**src/rtl/rr_select_4ch_pkg.sv**
```systemverilog
// Shared definitions for the four-channel round-robin select stage.
package rr_select_4ch_pkg;

    typedef enum logic {
        ST_IDLE  = 1'b0,
        ST_GRANT = 1'b1
    } rr_state_t;

    localparam int unsigned HOLD_MAX_DEFAULT = 15;
    localparam int unsigned CW_DEFAULT       = 4;
    localparam int unsigned NUM_CH           = 4;

endpackage

```
**src/rtl/rr_pick4.sv**
```systemverilog
// Combinational round-robin picker: first set request bit at or after ptr, mod 4.
module rr_pick4
    import rr_select_4ch_pkg::*;
(
    input  logic [3:0] req,
    input  logic [1:0] ptr,
    output logic [1:0] idx,
    output logic       any
);

    logic [1:0] pos;

    always_comb begin
        idx = 2'd0;
        pos = 2'd0;
        any = |req;
        // Scan from the farthest offset down so the nearest set bit wins.
        for (int k = NUM_CH - 1; k >= 0; k--) begin
            pos = ptr + 2'(k);
            if (req[pos]) begin
                idx = pos;
            end
        end
    end

endmodule

```
**src/rtl/rr_select_4ch.sv**
```systemverilog
// Round-robin arbiter driving a 4:1 mux select; grants end on done, withdrawal or hold timeout.
module rr_select_4ch
    import rr_select_4ch_pkg::*;
#(
    parameter int unsigned HOLD_MAX = HOLD_MAX_DEFAULT,
    parameter int unsigned CW       = CW_DEFAULT
) (
    input  logic       clock,
    input  logic       reset_b,
    input  logic [3:0] req,
    input  logic       done,
    output logic [1:0] sel,
    output logic [3:0] grant,
    output logic       valid,
    output logic       timeout
);

    localparam logic [CW-1:0] HOLD_LAST = CW'(HOLD_MAX - 1);

    rr_state_t   state;
    logic [1:0]  ptr;
    logic [CW-1:0] cnt;
    logic [1:0]  pick_idx;
    logic        pick_any;

    rr_pick4 u_pick (
        .req (req),
        .ptr (ptr),
        .idx (pick_idx),
        .any (pick_any)
    );

    always_ff @(posedge clock) begin
        if (!reset_b) begin
            state   <= ST_IDLE;
            ptr     <= 2'd0;
            cnt     <= '0;
            sel     <= 2'd0;
            grant   <= 4'b0000;
            valid   <= 1'b0;
            timeout <= 1'b0;
        end else begin
            timeout <= 1'b0;
            unique case (state)
                ST_IDLE: begin
                    if (pick_any) begin
                        sel   <= pick_idx;
                        grant <= 4'b0001 << pick_idx;
                        valid <= 1'b1;
                        cnt   <= '0;
                        state <= ST_GRANT;
                    end
                end
                ST_GRANT: begin
                    // done and withdrawal outrank the timeout, so no pulse when they coincide.
                    if (done || !req[sel] || (cnt == HOLD_LAST)) begin
                        grant   <= 4'b0000;
                        valid   <= 1'b0;
                        ptr     <= sel + 2'd1;
                        state   <= ST_IDLE;
                        timeout <= !done && req[sel];
                    end else begin
                        cnt <= cnt + 1'b1;
                    end
                end
                default: begin
                    state <= ST_IDLE;
                end
            endcase
        end
    end

endmodule

```
**config.mk**
```make
export PLATFORM = sky130hd
export DESIGN_NAME = rr_select_4ch
export DESIGN_NICKNAME = d
export VERILOG_FILES = /design/src/rtl/rr_select_4ch_pkg.sv /design/src/rtl/rr_pick4.sv /design/src/rtl/rr_select_4ch.sv
export SDC_FILE = /design/constraint.sdc
export NUM_CORES = 1
export LEC_CHECK = 0
export ABC_CLOCK_PERIOD_IN_PS = 2210
export BUFFER_PORTS_ARGS = -buffer_cell sky130_fd_sc_hd__buf_2
export CAP_MARGIN = 20
export CORE_AREA = 2 2 41 43
export DETAILED_ROUTE_END_ITERATION = 7
export DIE_AREA = 0 0 43 45
export GPL_TIMING_DRIVEN = 0
export PLACE_DENSITY = 0.74
export SKIP_CTS_REPAIR_TIMING = 1
export SLEW_MARGIN = 20
export SYNTH_ARGS = -nofsm -noshare
export SYNTH_HDL_FRONTEND = slang
export SYNTH_SLANG_ARGS = --single-unit
```
**constraint.sdc**
```tcl
create_clock -name clock -period 2.21 [get_ports clock]
set_input_delay 0.3315 -clock clock [delete_from_list [all_inputs] [get_ports clock]]
set_output_delay 0.3315 -clock clock [all_outputs]
set_load 0.1 [all_outputs]
```
==> tab_implementation.tex <==
\begin{tabular}{lr}
\hline
Metric & Value \\
\hline
\multicolumn{2}{l}{\textbf{Finish}} \\
Final layout net count & 114 \\
Final std cells w/o fill & 120 \\
Count of inserted antenna diode cells & 0 \\
Layout cells sized above 1 & 21.2\% \\
Layout Area Growth over Synthesis & 15.2\% \\
\multicolumn{2}{l}{\textbf{Placement}} \\
Port Buffer Count & 14 \\
Post-Place Worst Slack & 0.601 ns \\
Last weighted congestion value of the routability-driven placer & a little over 0.8 \\
Hpwl dp & roughly 1200 um \\
Number of placed cells counting well taps & 116 \\
\multicolumn{2}{l}{\textbf{Hold path}} \\
Hold/Removal Path Class & in -> reg \\
\multicolumn{2}{l}{\textbf{Yosys}} \\
Area share of the largest cell type after synthesis & a little under 40\% \\
Mapped Area & 767 um2 \\
Number of cells produced by synthesis & between 80 and 90 \\
Ys async rst share & 0\% \\
Distinct cell type count of the synthesized netlist & 32 \\
Yosys warning total & 0 \\
Largest cells by area after synthesis & dfxtp\_1 39\%, mux2i\_1 9.1\%, nand3\_1 5.2\%, o32ai\_1 4.6\%, a21oi\_1 3.9\% \\
Synth Area per Inst & roughly 8.9 um2 \\
Flop and latch count out of synthesis & 15 \\
Ys flop type & dfxtp\_1 \\
Sequential fraction of the synthesis area & between 30\% and 40\% \\
Cell type with the highest aggregate area in the netlist & dfxtp\_1 \\
Synth Net Count & 95 \\
Number of flops mapped to enable cells by yosys & 0 \\
\multicolumn{2}{l}{\textbf{Routing}} \\
Detail-routed net length per standard cell & around 14 um \\
Number of detailed-route iterations in the first pass & 4 \\
Final routed wirelength across all metal layers & roughly 1600 um \\
Mean number of vias per cell & between 5 and 6 \\
DRC violations left & 0 \\
Final ANT Viol Nets & 0 \\
Drt initial violations & 5 \\
Total via count in the routed design & 689 \\
\multicolumn{2}{l}{\textbf{Floorplanning}} \\
Number of ports placed on the die boundary & 15 \\
Die span in y & 45 um \\
Effective utilization at floorplan & a little over half \\
Row Count & 14 \\
Die Outline Area & 1940 um2 \\
Area of the core & between 1000 and 1500 um2 \\
Horiz. Die Dim & 43 um \\
\multicolumn{2}{l}{\textbf{STA}} \\
Number of endpoints with negative hold slack in the final report & 0 \\
Slew headroom & roughly two thirds \\
Setup ws final & 0.574 ns \\
Final critical-path share of the clock period & 74.0\% \\
Final number of max-transition violations & 0 \\
Clock Skews & slightly above 0.007 ns \\
Setup TNS after final layout & 0 ns \\
Final Critical Period & 1.64 ns \\
Unrepaired setup endpoints after global routing & false \\
Achievable clock frequency & 611 MHz \\
Worst hold slack & 0.368 ns \\
Worst-margin pin slew & 0.484 ns \\
Number of setup violations in the final report & 0 \\
\multicolumn{2}{l}{\textbf{CTS}} \\
CTS tree & yes \\
Clock root buffer & clkbuf\_4 \\
Clock insertion delay at the later pin of the skew report & 0.28 ns \\
Clock H-tree levels & 1 \\
CTS clock-pin slew for the worst setup and hold paths & roughly 0.090 ns \\
Buffer depth of the longest clock path & 2 \\
Number of clock sinks & 15 \\
Num CTS Buffers & 3 \\
\multicolumn{2}{l}{\textbf{GRT}} \\
Maximum number of pins on one net before global-route repair & 11 \\
M1 GR Usage & 23.9\% \\
Number of global-route vias before repair & 633 \\
Wire length of the first global-routing pass & between 2000 and 3000 um \\
Number of antenna violations at the first check in global routing & 0 \\
Total routing usage reported by global routing & 20.2\% \\
Layer carrying the most global-route usage & met2 \\
Met3 track demand over resource in global routing & 8.40\% \\
Global route total overflow & 0 \\
Met2 Track Usage GR & 31.8\% \\
\multicolumn{2}{l}{\textbf{Power and ir drop}} \\
Power density of the placed cells & slightly above 700 nW/um2 \\
Maximum ir drop on the vdd rail & 0.592 mV \\
Post-layout power & 0.000639 W \\
Leakage dissipation & $\sim$0.37 nW \\
\multicolumn{2}{l}{\textbf{Outcome}} \\
Run status & complete, no violations \\
\multicolumn{2}{l}{\textbf{Critical path}} \\
Worst setup path startpoint & sel[1] \\
Worst R2R Path Depth & 4 \\
Capture instance of the worst register-to-register path & grant[3] \\
End point of the critical path & grant[3] \\
WP data required & 2.35 ns \\
Critical path arrival & between 1.5 and 2 ns \\
Startpoint kind of the worst setup timing path & register \\
Setup slack on the worst flop-to-flop path & about 0.57 ns \\
Startpoint of the lowest-slack register-to-register path & sel[1] \\
Critical Path Sink Type & register \\
Worst setup path class & reg -> reg \\
Peak fanout along the critical path & 8 \\
\multicolumn{2}{l}{\textbf{Job}} \\
Total of max-cap violations & 0 \\
\hline
\end{tabular}
==> synth_stat cells, types with 2 or more instances <==
cell and count:
dfxtp_1 15, nand2_1 8, nand3_1 8, mux2i_1 7, a21oi_1 6, nand2b_1 4
o32ai_1 4, nor2_1 3, and3_1 2, ha_1 2, inv_1 2, nor3_1 2
o21ai_0 2, or2_1 2, or3_1 2
==> worst max-delay path: stages (launching register included) <==
cell and delay, ns:
dfxtp_1 0.44, mux2i_1 0.34, o22ai_2 0.16, a21boi_2 0.39
o32ai_1 0.16
==> cell type report <==
class | count | area [um2]
inverter | 3 | 11.3
timing repair buffer | 14 | 70.1
multi-input combinational | 66 | 447
clock buffer | 4 | 26.3
sequential | 15 | 300
tap | 16 | 20.0
buffer | 2 | 8.76
fill | 145 | 588
==> per-layer routing <==
layer | vias to the layer above | routed length [um]
met5 | - | 0
met1 | 307 | 753
li1 | 360 | -
met2 | 18 | 759
met3 | 4 | 99
met4 | 0 | 32
==> metrics by stage <==
| stage | utilization [%] | area, um2 |
|---|---|---|
| 5_1_grt | 60.0 | 883 |
| 3_3_place_gp | 58.2 | 857 |
| 4_1_cts | 60.0 | 883 |
| 6_report | 60.0 | 883 |
| 3_5_place_dp | 58.2 | 857 |
| 2_1_floorplan | - | 767 |
==> registers in the layout (all words and copies together), names as in the netlist <==
signal and cells:
cnt 4, grant 4, ptr 2, sel 2, state 1, timeout 1, valid 1
==> worst min-delay path by stage <==
stage	startpoint	to	cells after the start
global route	reset_b	cnt[1]	3
detailed placement	grant[2]	grant[2]	2
finish	reset_b	ptr[0]	3
global placement	grant[3]	grant[3]	2
CTS	reset_b	ptr[0]	3
floorplan	ptr[0]	ptr[0]	2
==> placed cells by master, fill, tap and decap left out, types with 3 or more instances in the layout <==
| cell | count |
|---|---|
| nor2_1 | 3 |
| nand2b_1 | 4 |
| clkbuf_4 | 3 |
| o32ai_1 | 4 |
| mux2i_1 | 7 |
| nand2_1 | 8 |
| buf_2 | 15 |
| nand3_1 | 8 |
| a21oi_1 | 6 |
| dfxtp_1 | 15 |
==> cells by family after synthesis <==
group	count (synthesis)	share of synthesized area (%)
buf+inv	5	2.61
fa+ha+maj	2	3.26
mux	8	10.6
flops	15	39.2
compound gates	17	16.2
xor+xnor	1	1.14
simple gates	38	27.1
==> power breakdown <==
group / internal, W / total (W) / switching (W)
combinational: 0.0000467 / 0.000184 / 0.000137
sequential: 0.000287 / 0.000301 / 0.0000145
clock: 0.0000701 / 0.000153 / 0.0000830
total: 0.000404 / 0.000639 / 0.000235
Power figures use the tool's default switching activity.
